### src/rtl/mem_arbiter.sv
// Arbitrates the single RAM port between instruction fetch and data access.
// Data has priority, but a streak counter bounds how long fetch can be starved.
module mem_arbiter #(
    parameter int unsigned ADDR_W      = 32,
    parameter int unsigned DATA_W      = 32,
    parameter int unsigned MAX_DSTREAK = 2
) (
    input  logic              CLK,
    input  logic              nRST,
    input  logic              iREN,
    input  logic [ADDR_W-1:0] iaddr,
    output logic              ihit,
    output logic [DATA_W-1:0] iload,
    input  logic              dREN,
    input  logic              dWEN,
    input  logic [ADDR_W-1:0] daddr,
    input  logic [DATA_W-1:0] dstore,
    output logic              dhit,
    output logic [DATA_W-1:0] dload,
    output logic              ramREN,
    output logic              ramWEN,
    output logic [ADDR_W-1:0] ramaddr,
    output logic [DATA_W-1:0] ramstore,
    input  logic [DATA_W-1:0] ramload,
    input  logic              ram_ready,
    output logic              busy
);

    localparam int unsigned STREAK_W = $clog2(MAX_DSTREAK + 1);
    localparam logic [STREAK_W-1:0] STREAK_MAX = STREAK_W'(MAX_DSTREAK);

    typedef enum logic [1:0] {StIdle, StDServ, StIServ, StDone} state_e;

    state_e              state_q, state_d;
    logic [STREAK_W-1:0] streak_q, streak_d;
    logic [ADDR_W-1:0]   addr_q, addr_d;
    logic [DATA_W-1:0]   store_q, store_d;
    logic                wr_q, wr_d;
    // Remembers which requester owns the access so DONE pulses the right hit.
    logic                dsel_q, dsel_d;
    logic [DATA_W-1:0]   iload_q, iload_d;
    logic [DATA_W-1:0]   dload_q, dload_d;

    always_ff @(posedge CLK or negedge nRST) begin
        if (!nRST) begin
            state_q  <= StIdle;
            streak_q <= '0;
            addr_q   <= '0;
            store_q  <= '0;
            wr_q     <= 1'b0;
            dsel_q   <= 1'b0;
            iload_q  <= '0;
            dload_q  <= '0;
        end else begin
            state_q  <= state_d;
            streak_q <= streak_d;
            addr_q   <= addr_d;
            store_q  <= store_d;
            wr_q     <= wr_d;
            dsel_q   <= dsel_d;
            iload_q  <= iload_d;
            dload_q  <= dload_d;
        end
    end

    always_comb begin
        state_d  = state_q;
        streak_d = streak_q;
        addr_d   = addr_q;
        store_d  = store_q;
        wr_d     = wr_q;
        dsel_d   = dsel_q;
        iload_d  = iload_q;
        dload_d  = dload_q;
        unique case (state_q)
            StIdle: begin
                if ((dREN || dWEN) && ((streak_q < STREAK_MAX) || !iREN)) begin
                    state_d = StDServ;
                    addr_d  = daddr;
                    store_d = dstore;
                    wr_d    = dWEN;
                    dsel_d  = 1'b1;
                end else if (iREN) begin
                    state_d = StIServ;
                    addr_d  = iaddr;
                    wr_d    = 1'b0;
                    dsel_d  = 1'b0;
                end
            end
            StDServ: begin
                if (ram_ready) begin
                    state_d = StDone;
                    if (!wr_q) begin
                        dload_d = ramload;
                    end
                    if (!iREN) begin
                        streak_d = '0;
                    end else if (streak_q != STREAK_MAX) begin
                        streak_d = streak_q + 1'b1;
                    end
                end
            end
            StIServ: begin
                if (ram_ready) begin
                    state_d  = StDone;
                    iload_d  = ramload;
                    streak_d = '0;
                end
            end
            StDone: begin
                state_d = StIdle;
            end
            default: begin
                state_d = StIdle;
            end
        endcase
    end

    always_comb begin
        ramREN   = ((state_q == StDServ) && !wr_q) || (state_q == StIServ);
        ramWEN   = (state_q == StDServ) && wr_q;
        ramaddr  = addr_q;
        ramstore = store_q;
        busy     = (state_q == StDServ) || (state_q == StIServ);
        ihit     = (state_q == StDone) && !dsel_q;
        dhit     = (state_q == StDone) && dsel_q;
        iload    = iload_q;
        dload    = dload_q;
    end

endmodule
### config.mk
export PLATFORM = sky130hd
export DESIGN_NAME = mem_arbiter
export DESIGN_NICKNAME = d
export VERILOG_FILES = /design/src/rtl/mem_arbiter.sv
export SDC_FILE = /design/constraint.sdc
export NUM_CORES = 1
export LEC_CHECK = 0
export ABC_AREA = 0
export ABC_CLOCK_PERIOD_IN_PS = 1950
export BUFFER_PORTS_ARGS = -buffer_cell sky130_fd_sc_hd__buf_2
export CAP_MARGIN = 20
export CORE_ASPECT_RATIO = 0.8
export CORE_MARGIN = 2
export CORE_UTILIZATION = 33
export DETAILED_ROUTE_END_ITERATION = 10
export GPL_ROUTABILITY_DRIVEN = 0
export PLACE_DENSITY_LB_ADDON = 0.3
export SYNTH_ARGS = -nofsm -noshare
export SYNTH_HDL_FRONTEND = slang
export SYNTH_SLANG_ARGS = --single-unit
### constraint.sdc
create_clock -name CLK -period 1.95 [get_ports CLK]
set_input_delay 0.585 -clock CLK [delete_from_list [all_inputs] [get_ports CLK]]
set_output_delay 0.585 -clock CLK [all_outputs]
set_load 0.01 [all_outputs]
### Word level (Yosys, flattened, before mapping)

Cells that the tools add are included.

* output and inout port bits: 133
* flip-flop bits (word level): 134
* bits of input ports: 134

* bitwise gates (word level): 1
* reductions and logical operators: 22
* $add $sub $neg: 1
* magnitude comparators: 1
* equality and inequality tests: 9
* multiplexer cells: 14

Operators with widths (count)
* $mux 32: 2
* $mux 2: 7
* $reduce_and 2->1: 4
* $ne 2x2->1 const B: 3
* $ne 3x3->1 const B: 2
* $pmux 2 s3: 1
* $logic_and 1x1->1: 5
* $eq 2x2->1 const B: 2
* $logic_or 1x1->1: 4
* $pmux 2 s2: 1
* $reduce_and 4->1: 1
* $reduce_bool 2->1: 2
* $logic_not 1->1: 3
* $mux 1: 3
* $reduce_and 3->1: 1
* $add 2x1->2 const B: 1
* $eq 2x1->1 const B: 1
* $logic_not 2->1: 1
* $lt 2x2->1 const B: 1
* $ne 2x1->1 const B: 1
* $reduce_or 2->1: 1
* $not 1->1: 1

### Longest topological paths before layout

* depth in word-level cells: 5
* depth in mapped cells: 7

### Least setup slack after synthesis

OpenSTA, ideal clock, no wires.

* path kind: reg-to-reg
* start point: reg state_q[0]
* end point: reg state_q[1]
* clock period less this slack: 1.590 ns
* path slack: 0.360 ns
* library setup time: 0.125 ns
* stages on the path, launching flop included: 6
* data arrival time: 1.465 ns
* buffers on the path: 0
* cell sequence: dfrtp_1 -> inv_1 -> ha_1 -> nor2b_1 -> a21oi_1 -> mux2_2

* longest elaborated chain between the ends: 4
* elaborated cells on any way between the ends: 9

RTL lines
* start, declared: RTL line 34 `state_e state_q, state_d;`
* start signal, assigned: RTL line 46 `state_q <= StIdle;`
* start signal, assigned: RTL line 55 `state_q <= state_d;`
* $eq 2x1->1 / $eq 2x2->1 (equally long branches): RTL line 75 `unique case (state_q)`
* $reduce_or 2->1 (no source line)
* $ne 2x1->1 (no source line)
* $reduce_and 2->1 (no source line)

Parallel ways exist; a longest one is shown, timed or not.
A chain may end at the register's enable or synchronous reset.

### Worst setup path in the final report

* start point: reg state_q[0]
* end point: out ramREN

* longest elaborated chain between the ends: 3
* elaborated cells on any way between the ends: 4

RTL lines
* $eq 2x1->1: RTL line 120 `ramREN = ((state_q == StDServ) && !wr_q) || (state_q == StIServ);`
* $logic_and 1x1->1: RTL line 120
* $logic_or 1x1->1 *: RTL line 120
* end, declared: RTL line 20 `output logic ramREN,`

Mark *: on every way between the ends. The rest lies on a longest branch, timed or not.

==> results_dict.tcl <==
set metrics [dict create \
    status "complete, but fails checks" \
    violations "negative setup slack" \
    dp_slack_ns 0.147 \
    postLayoutCoreUtil 0.482 \
    fin_tns_setup_ns -0.0381 \
    grt-ovfl-total 0 \
    clkTransAtPathRegs_ns 0.06 \
    hold_slack_ns 0.0592 \
    grt_max_degree 66 \
    cts_root_buffer "clkbuf_16" \
    critical_path_class "reg2out" \
    antenna_found_initial 0 \
    synth_top_area_share 0.604 \
    period_needed_ns 1.99 \
    crit_fanout 3 \
    grt.total_usage 0.155 \
    cts_tree "done" \
    netlist_top_cells_area "dfrtp_1 (60%), mux2_2 (14%), mux2_4 (7.8%), mux2i_1 (6.1%), o21ai_0 (3.0%)" \
    cts_buffers 17 \
    die_h_um 120 \
    synth_edf_count 0 \
    die_w_um 149 \
    insertion_delay_ns 0.41 \
    core-area_mm2 0.0165 \
    vias 4045 \
    initial_utilization 0.336 \
    met2_usage 0.262 \
    antennaDiodeCount 0 \
    arrival_ns 1.40 \
    ant_nets 0 \
    wirelength_um 13500 \
    hold_buffers 0 \
    rsz0062_at_grt "true" \
    grt_pass1_wl_um 21600 \
    grt_use_met3 0.0487 \
    period_share 1.02 \
    ys_ff_latch 134 \
    hp-class "in2async" \
    synth.top_cells.by_count "dfrtp_1 (134), mux2_2 (70), nand2_1 (35)" \
    reg2regPathDepth 7 \
    cts_max_path_buffers 2 \
    dieArea_mm2 0.0179 \
    r2r_start "state_q[0]" \
    worstMarginPinSlew_ns 0.347 \
    avgRoutedWirePerCell_um 15.0 \
    crit_path_frequent_cell "buf_6" \
    path_cells "buf_6, ha_4, a21o_1, buf_6" \
    clkSinkCount 134 \
    p_leak_nw 4.18 \
    fmax_ghz 0.503 \
    gr-max-usage-layer "met2" \
    layout-drive-gt1-share 0.622 \
    worst_slack_ns -0.0363 \
    syn_to_final_growth_pct 43.2 \
    power_mw 13.9 \
    vdd_ir_drop_max_mv 0.690 \
    cp-end-kind "output pin" \
    synthFlopType "dfrtp_1" \
    syn_area_per_cell_um2 14.5 \
    worstSetupStartpoint "state_q[0]" \
    yosysMostFrequentCell "dfrtp_1" \
    met1_usage 0.191 \
    slew_headroom 0.769 \
    drt_iter0_markers 106 \
    drc_errors 0 \
    htree_levels 4 \
    r2r_setup_slack_ns 0.16 \
    firstDrtPassIters 4 \
    netlist_area_mm2 0.00555 \
    crit_slowest_cell "dfrtp_1" \
    first_global_vias 4229 \
    yosys.area.top_type "dfrtp_1" \
    max_cap_violations 0 \
    pin_count 267 \
    synth_warnings 0 \
    finalHoldViolCount 0 \
    finalMaxSlewViolations 0 \
    fin_nets 805 \
    startpoint_type "flip-flop" \
    yosysSeqAreaShare 0.604 \
    num_rows 42 \
    dpl.hpwl_um 10100 \
    crit_path_end "ramREN" \
    vias_per_cell 4.50 \
    rr_endpoint "dload[24]" \
    syn-instance-count 383 \
    yosys.cell_types.count 25 \
    skew_ns 0.00910 \
    power.density_mw_per_mm2 1750 \
    synth_nets 523 \
    synthArstFlopShare 1.00 \
    cp.required_ns 1.36 \
    setup_viol 2 \
    cpPeakStageDelay_ns 0.41 \
    io_buffers 266 \
]
[layer usage]
layer  wire length [µm]  share of wire
met2               6570           0.49
met1               5740           0.43
met3                987          0.073
met4                155          0.012
met5                  0              0
[cells by family (layout without fill, tap and decap cells)]
family / after synthesis / after routing / synth area share
flip-flops: 134 / 134 / 0.604
multiplexers: 133 / 133 / 0.282
AND/OR/NAND/NOR: 46 / 46 / 0.0352
AO/OA/AOI/OAI: 40 / 40 / 0.0399
buffers and inverters: 24 / 319 / 0.0255
adder cells (fa/ha/maj): 6 / 6 / 0.0135
[state kept, by name, summed over array words and instances (netlist names)]
| signal | cells |
|---|---|
| dload | 32 |
| dsel_q | 1 |
| iload | 32 |
| ramaddr | 32 |
| ramstore | 32 |
| state_q | 2 |
| streak_q | 2 |
| wr_q | 1 |
[per-stage QoR]
| step | instances | instance area [µm²] |
|---|---|---|
| 3_3_place_gp | 862 | 7230 |
| 3_5_place_dp | 862 | 7230 |
| 6_report | 898 | 7950 |
| 5_1_grt | 898 | 7950 |
| 4_1_cts | 896 | 7920 |
| 2_1_floorplan | 383 | 5550 |
[where the power goes]
part | switching (mW) | internal (mW) | total, mW | leakage, nW
Combinational | 2.67 | 3.01 | 5.68 | 2.27
Clock | 1.27 | 2.05 | 3.32 | 0.295
Sequential | 0.737 | 4.20 | 4.94 | 1.61
Total | 4.68 | 9.27 | 13.9 | 4.18
[final cells by class]
class	count	area, µm²
Sequential cell	134	3350
Clock buffer	18	429
Multi-Input combinational cell	225	2120
Tap cell	220	275
Clock inverter	14	191
Inverter	4	15.0
Timing Repair Buffer	283	1560
Fill cell	1510	8550
[critical path, delay by kind of cell (launching register included)]
family	cells	cell delay, ns
fa+ha+maj	1	0.15
compound gates	1	0.17
flops	1	0.41
buf+inv	2	0.27
[cells in the final DEF, fill, tap and decap left out, types with 5 or more instances in the layout]
master	count
mux2i_1	34
buf_4	10
buf_6	5
dfrtp_1	133
mux2_4	29
inv_6	5
clkbuf_16	17
buf_2	262
o21ai_0	33
nand2_1	35
buf_12	6
mux2_2	70
[worst min-delay path by stage]
stage               slack, ns          end         from  depth (start not counted)
floorplan                0.29     dload[0]         nRST                          0
global placement         0.46  ramaddr[16]  ramaddr[16]                          2
detailed placement       0.47   ramaddr[4]   ramaddr[4]                          2
CTS                      0.05    dload[20]         nRST                          1
global route             0.06    dload[16]         nRST                          1
finish                   0.06    dload[16]         nRST                          1
[timing repair]
item,in CTS,in global routing
gates resized for setup,11,2
buffers inserted,2,2
setup endpoints to repair,4,5
pin swaps,2,2
Power figures use the tool's default switching activity.
